==> config.mk <==
export PLATFORM = sky130hd
export DESIGN_NAME = ped_request_unit
export DESIGN_NICKNAME = d
export VERILOG_FILES = /design/src/rtl/ped_request_unit.sv
export SDC_FILE = /design/constraint.sdc
export NUM_CORES = 1
export LEC_CHECK = 0
export CAP_MARGIN = 20
export CORE_MARGIN = 4
export CORE_UTILIZATION = 26
export CTS_CLUSTER_SIZE = 24
export DETAILED_ROUTE_END_ITERATION = 8
export GPL_ROUTABILITY_DRIVEN = 1
export GPL_TIMING_DRIVEN = 0
export PLACE_DENSITY = 0.43
export SLEW_MARGIN = 20
export SYNTH_ARGS = -nofsm -noshare
export SYNTH_HDL_FRONTEND = slang
export SYNTH_SLANG_ARGS = --single-unit
export TNS_END_PERCENT = 30
==> constraint.sdc <==
create_clock -name clk -period 3.5 [get_ports clk]
set_clock_uncertainty 0.15 [all_clocks]
set_input_delay 0.525 -clock clk [delete_from_list [all_inputs] [get_ports clk]]
set_output_delay 0.525 -clock clk [all_outputs]
set_load 0.05 [all_outputs]
==> src/rtl/ped_request_unit.sv <==
// Pedestrian request unit: debounces the push-button, pulses a request to the traffic
// controller until acknowledged, drives the walk lamps and flags illegal light codes.
module ped_request_unit #(
   parameter int unsigned DEBOUNCE_CYC = 4,
   parameter int unsigned ACK_TIMEOUT  = 15,
   parameter int unsigned COOLDOWN_CYC = 8
) (
   input  logic       clk,
   input  logic       rst,
   input  logic       btn_raw,
   input  logic [2:0] A,
   input  logic [2:0] B,
   output logic       bt,
   output logic       wait_lamp,
   output logic       walk,
   output logic       dont_walk,
   output logic [3:0] walk_cnt,
   output logic       fault
);

   localparam logic [2:0] LIGHT_RED = 3'b001;
   localparam logic [2:0] LIGHT_YEL = 3'b010;
   localparam logic [2:0] LIGHT_GRN = 3'b100;

   localparam int unsigned DEB_W = $clog2(DEBOUNCE_CYC + 1);
   localparam int unsigned ACK_W = $clog2(ACK_TIMEOUT + 1);
   localparam int unsigned CD_W  = $clog2(COOLDOWN_CYC + 1);

   // The IDLE sample is the first high, so DEBOUNCE needs DEBOUNCE_CYC-1 more.
   localparam logic [DEB_W-1:0] DEB_LAST = DEB_W'((DEBOUNCE_CYC >= 2) ? DEBOUNCE_CYC - 2 : 0);
   localparam logic [ACK_W-1:0] ACK_LAST = ACK_W'((ACK_TIMEOUT  >= 1) ? ACK_TIMEOUT  - 1 : 0);
   localparam logic [CD_W-1:0]  CD_LAST  = CD_W'((COOLDOWN_CYC  >= 1) ? COOLDOWN_CYC - 1 : 0);

   typedef enum logic [2:0] {
      S_IDLE,
      S_DEBOUNCE,
      S_PULSE,
      S_WAIT_ACK,
      S_SERVED,
      S_COOLDOWN
   } state_t;

   state_t            r_state;
   logic [DEB_W-1:0]  r_deb_cnt;
   logic [ACK_W-1:0]  r_ack_cnt;
   logic [CD_W-1:0]   r_cd_cnt;

   logic w_walk_set;
   logic w_illegal;

   function automatic logic is_onehot(input logic [2:0] v);
      return (v == LIGHT_RED) || (v == LIGHT_YEL) || (v == LIGHT_GRN);
   endfunction

   // NOTE: every signal written in always_comb gets a value on every path, so no latch is inferred.
   always_comb begin
      w_walk_set = 1'b0;
      w_illegal  = 1'b0;
      if (r_state == S_SERVED && A == LIGHT_RED && B == LIGHT_RED)
         w_walk_set = 1'b1;
      if (!is_onehot(A) || !is_onehot(B) || (A == LIGHT_GRN && B != LIGHT_GRN))
         w_illegal = 1'b1;
   end

   // NOTE: sequential state uses non-blocking assignments so every register samples pre-edge values.
   always_ff @(posedge clk or posedge rst) begin
      if (rst) begin
         r_state   <= S_IDLE;
         r_deb_cnt <= '0;
         r_ack_cnt <= '0;
         r_cd_cnt  <= '0;
         bt        <= 1'b0;
         wait_lamp <= 1'b0;
         walk      <= 1'b0;
         dont_walk <= 1'b1;
         walk_cnt  <= 4'd0;
         fault     <= 1'b0;
      end else begin
         bt        <= 1'b0;
         walk      <= w_walk_set;
         dont_walk <= !w_walk_set;
         fault     <= fault | w_illegal;
         if (w_walk_set && walk_cnt != 4'hF)
            walk_cnt <= walk_cnt + 4'd1;

         case (r_state)
            S_IDLE: begin
               if (btn_raw) begin
                  r_state   <= S_DEBOUNCE;
                  r_deb_cnt <= '0;
               end
            end
            S_DEBOUNCE: begin
               if (!btn_raw) begin
                  r_state <= S_IDLE;
               end else if (r_deb_cnt == DEB_LAST) begin
                  r_state   <= S_PULSE;
                  bt        <= 1'b1;
                  wait_lamp <= 1'b1;
               end else begin
                  r_deb_cnt <= r_deb_cnt + 1'b1;
               end
            end
            S_PULSE: begin
               r_state   <= S_WAIT_ACK;
               r_ack_cnt <= '0;
            end
            S_WAIT_ACK: begin
               // Acknowledgement is checked first so it wins over a coincident timeout.
               if (B != LIGHT_GRN) begin
                  r_state <= S_SERVED;
               end else if (r_ack_cnt == ACK_LAST) begin
                  r_state <= S_PULSE;
                  bt      <= 1'b1;
               end else begin
                  r_ack_cnt <= r_ack_cnt + 1'b1;
               end
            end
            S_SERVED: begin
               if (B == LIGHT_GRN) begin
                  r_state   <= S_COOLDOWN;
                  wait_lamp <= 1'b0;
                  r_cd_cnt  <= '0;
               end
            end
            S_COOLDOWN: begin
               if (r_cd_cnt == CD_LAST) begin
                  r_state  <= S_IDLE;
                  walk_cnt <= 4'd0;
               end else begin
                  r_cd_cnt <= r_cd_cnt + 1'b1;
               end
            end
            default: r_state <= S_IDLE;
         endcase
      end
   end

endmodule

# Word-level counts from Yosys, hierarchy flattened
# Index checks and enable logic that the tools add are counted.
# totals
reg_bits,23
latchBits,0
mem_bits_rw,0
romBits,0
in_bits,9
output_inout_bits,9
word_cells,97
n_memories,0
# classes
add_sub_neg,4
mul,0
div,0
order_cmp,0
n_eq_ne,27
shifts,0
muxes,32
bitwise_logic,1
reduce_logical,23
# op_table
cell,n
3-bit two-way mux,10
4-bit two-way mux,7
3-bit case mux with 6 select lines,1
2-bit != test (second input constant),8
4-bit case mux with 2 select lines,2
3-bit by 2-bit equality test with 1-bit output (second input constant),5
4-bit by 1-bit adder with 4-bit output (second input constant),3
3-bit equality test (second input constant),4
3-bit by 1-bit equality test with 1-bit output (second input constant),3
1-bit two-way mux,9
3-bit != test (second input constant),3
4-bit AND reduction,2
2-bit nonzero test,4
1-bit logical OR,6
3-bit case mux with 2 select lines,1
3-bit AND reduction,2
5-bit AND reduction,1
4-bit by 3-bit equality test with 1-bit output (second input constant),1
4-bit equality test (second input constant),1
1-bit logical AND,4
4-bit != test (second input constant),1
1-bit case mux with 2 select lines,2
3-bit by 1-bit adder with 3-bit output (second input constant),1
1-bit zero test,3
3 further kinds,3

# Depth between registers and ports, before layout
# logic_depth
word_depth,8
mapped_depth,6
depth_no_buf,6

# Worst setup path before layout
# No wires, ideal clock.
# synth_path
path_kind,input-to-reg
startpoint,input A[1]
endpoint,register walk_cnt[3]
setup_time_ns,0.077
t_arrival_ns,2.031
required_ns,3.273
slack_ns,1.242
stages,4
path_buffers,0
cell_sequence,or4b_4 > or4_4 > or3_1 > a21oi_1
# synth_between
elab_chain_len,8
# synth_rtl
element,line_no,rtl
start: declaration,11,"input logic [2:0] A,"
3-bit by 1-bit equality test with 1-bit output (*),59,if (r_state == S_SERVED && A == LIGHT_RED && B == LIGHT_RED)
1-bit logical AND (*) (2 in series),59,
1-bit two-way mux (*),59,
1-bit logical AND (*),83,if (w_walk_set && walk_cnt != 4'hF)
4-bit two-way mux (*),83,
4-bit two-way mux,127,if (r_cd_cnt == CD_LAST) begin
4-bit two-way mux (*),86,case (r_state)
end signal: assignment,84,walk_cnt <= walk_cnt + 4'd1;
end: declaration,17,"output logic [3:0] walk_cnt,"
# Every way passes the cells marked *; elsewhere a longest branch is shown, timed or not.
# A chain may end at the register's enable or synchronous reset.

# Worst setup path after layout
# Ends and elaborated chain as after synthesis.

==> flow_summary_export.csv <==
group,metric,value,unit
run_status,status,"finished clean",
place,gp_congestion,0.7824,
finish,drive_gt1_frac,0.05921,
route,vias,1025,
worst_setup_path,worst-path-buf-inv,1,
sta,setup_ws,0.9711,ns
die,initial_core_util,0.2697,
finish,multi_input_area,651.9,µm²
worst_setup_path,ff2ff_path_depth,5,
finish,area_delta_synth_final,23.41,%
finish,final_common_cell,"dfrtp_1",
clock_tree,cts.sinks,23,
worst_setup_path,timing.rr.end,"walk_cnt[3]",
sta,rsz0062_at_grt,"false",
finish,layout.nets,168,
place,post-place-ws,0.6792,ns
route,drt_iter0_markers,58,
job,maxCapViolations,0,
clock_tree,cts_buffers,3,
grt,grt_use_total,0.1002,
yosys,synth_fa_ha_area_frac,0.05854,
worst_setup_path,reg2reg_from,"r_state[1]",
route,drt_wl_total,2828,µm
place,dp_hpwl,2072,µm
yosys,netlist_instances,131,
clock_tree,htreeDepth,1,
grt,grt_pass1_vias,1060,
finish,seq_area,576.8,µm²
worst_setup_path,crit_required,3.55,ns
clock_tree,clk_latency,0.27,ns
die,die_h,78.23,µm
yosys,synth_edf_count,0,
die,row_count,25,
hold_path,whs_path_depth,1,
route,remaining_drc_errors,0,
yosys,synth_top_area_cell,"dfrtp_1",
sta,timing.fmax,395.4,MHz
power,cellPowerDensity,632.6,mW/mm²
worst_setup_path,start_kind,"primary input",
clock_tree,post_cts_resized,0,
route,wire_per_inst,12.91,µm
yosys,yosysUniqueCellTypes,42,
sta,setup_tns,0,ns
grt,grt_antenna_before_repair,0,
finish,antenna_cells,0,
worst_setup_path,ff2ff_setup_slack,1.29,ns
yosys,dominantRegCellSynth,"dfrtp_1",
grt,grt_pass1_wl,4878,µm
route,avgViaCountPerCell,4.680,
die,core,0.004755,mm²
worst_setup_path,path_class,"primary input to flip-flop",
worst_setup_path,crit_family,"simple AND/OR/NAND/NOR gates",
yosys,syn_area,0.001282,mm²
yosys,ys_seq_area_frac,0.4498,
yosys,synthMuxAreaShare,0.02341,
worst_setup_path,cp_slowest_cell,"or4b_4",
grt,grt-ovfl-total,0,
route,drt.antenna.violating_nets,0,
sta,finalMaxSlewViolations,0,
yosys,async_reset_ff_frac,1.000,
clock_tree,path_clk_slew,0.09,ns
worst_setup_path,crit_fanout,4,
yosys,ys_ff_latch,23,
clock_tree,hold_buffers,0,
die,ioPinCount,18,
clock_tree,cts_tree,"built",
hold_path,hold_class,"flip-flop to flip-flop",
power,peakVddDrop,240.7,µV
yosys,synth_compound_area_frac,0.1541,
yosys,syn_avg_cell_area,9.790,µm²
worst_setup_path,critPathMaxStageDelay,0.56,ns
clock_tree,cts_setup_buffers,0,
yosys,synth-simple-area-share,0.2449,
yosys,synth_area_leaders,"dfrtp_1 (43%), ha_1 (5.9%), o21ai_0 (4.3%)",
worst_setup_path,cp_cell_sequence,"clkdlybuf4s50_1 > or4b_4 > or4_4 > or3_1 > a21oi_1",
die,die_x,78.23,µm
finish,fillers,507,
grt,grt_max_degree,24,
clock_tree,cts_buffer_depth,2,
sta,tightest_slew,0.9332,ns
hold_path,min_to,"fault",
yosys,ys_warn_count,0,
yosys,netlist.area_leader.share,0.4293,
place,port-buffer-count,17,
hold_path,min_from,"fault",
power,leakagePower,0.7009,nW
yosys,synthXorXnorAreaFrac,0.02732,
clock_tree,cts_root_buf,"clkbuf_8",
worst_setup_path,cp-end-kind,"flip-flop",
die,die-area,0.006120,mm²
sta,finalCritPeriodShare,0.7225,
route,drt_first_pass_iters,4,
yosys,syn_nets,146,
sta,maxSlewHeadroom,0.3772,
worst_setup_path,worstPathArrival,2.58,ns
yosys,synth_top_family_by_area,"simple AND/OR/NAND/NOR gates",
sta,finalSetupViolCount,0,
sta,hold_viol,0,
finish,final_cell_mix,"dfrtp_1 (22), clkdlybuf4s50_1 (17), o21ai_0 (11)",
sta,fin_crit,2.529,ns
-- synth_stat cells (4+ instances only) --
master / n
dfrtp_1: 22
nor3_1: 6
o21ai_0: 11
nand2_1: 10
ha_1: 6
nand3_1: 7
nor2_1: 4
o31ai_1: 5
clkbuf_1: 5
inv_1: 8
-- area by class of cell --
cell class / count / share of cell area
inverter: 8 / 0.01897
clock inverter: 1 / 0.003162
timing repair buffer: 17 / 0.1075
clock buffer: 3 / 0.02609
multi-input combinational: 94 / 0.4119
buffer: 6 / 0.01502
sequential: 23 / 0.3644
tap: 67 / 0.05296
-- cells by family after synthesis --
logic type | count (synthesis)
xor+xnor | 4
mux | 3
simple gates | 52
buf+inv | 14
compound gates | 29
flops | 23
fa+ha+maj | 6
-- worst reg2reg max path: cells and delay by family, from the launching register on --
kind	cells	cell delay [ns]
AOI/OAI and AO/OA	1	0.15
buffers and inverters	1	0.17
DFF	1	0.36
and+or+nand+nor	3	1.32
-- flip-flops by register name, summed over array words and instances (netlist names) --
| name | count |
|---|---|
| bt | 1 |
| dont_walk | 1 |
| fault | 1 |
| r_ack_cnt | 4 |
| r_cd_cnt | 4 |
| r_deb_cnt | 3 |
| r_state | 3 |
| wait_lamp | 1 |
| walk | 1 |
| walk_cnt | 4 |
-- metrics by stage --
stage	power [mW]	std cells	instance area, µm²	utilization	hold WS, ns
final	1.001	219	1583	0.3329	0.3260
after global routing	1.092	219	1583	0.3329	0.3848
after CTS	1.014	219	1583	0.3329	0.3358
after detailed placement	0.8375	215	1536	0.3232	0.3149
after global placement	0.8189	215	1536	0.3232	0.3159
after floorplan	0.7217	131	1282	-	0.3147
-- power by group --
group          switching [mW]  internal [mW]
combinational           0.229          0.175
clock                  0.0926         0.0796
sequential             0.0778          0.348
total                   0.399          0.602
-- how the worst max path moves through the flow --
stage / depth (start not counted) / endpoint / startpoint
2_1_floorplan: 4 / walk_cnt[3] / A[1]
3_3_place_gp: 5 / walk_cnt[3] / A[1]
3_5_place_dp: 5 / walk_cnt[3] / A[1]
4_1_cts: 5 / walk_cnt[3] / A[1]
5_1_grt: 5 / walk_cnt[3] / A[1]
6_report: 5 / walk_cnt[3] / A[1]
-- metal layers --
layer	global-route usage	part of all wire
met1	0.1247	0.50
met2	0.1627	0.43
met3	0.01835	0.048
met4	0.05594	0.022
met5	0	0
Power figures use the tool's default switching activity.
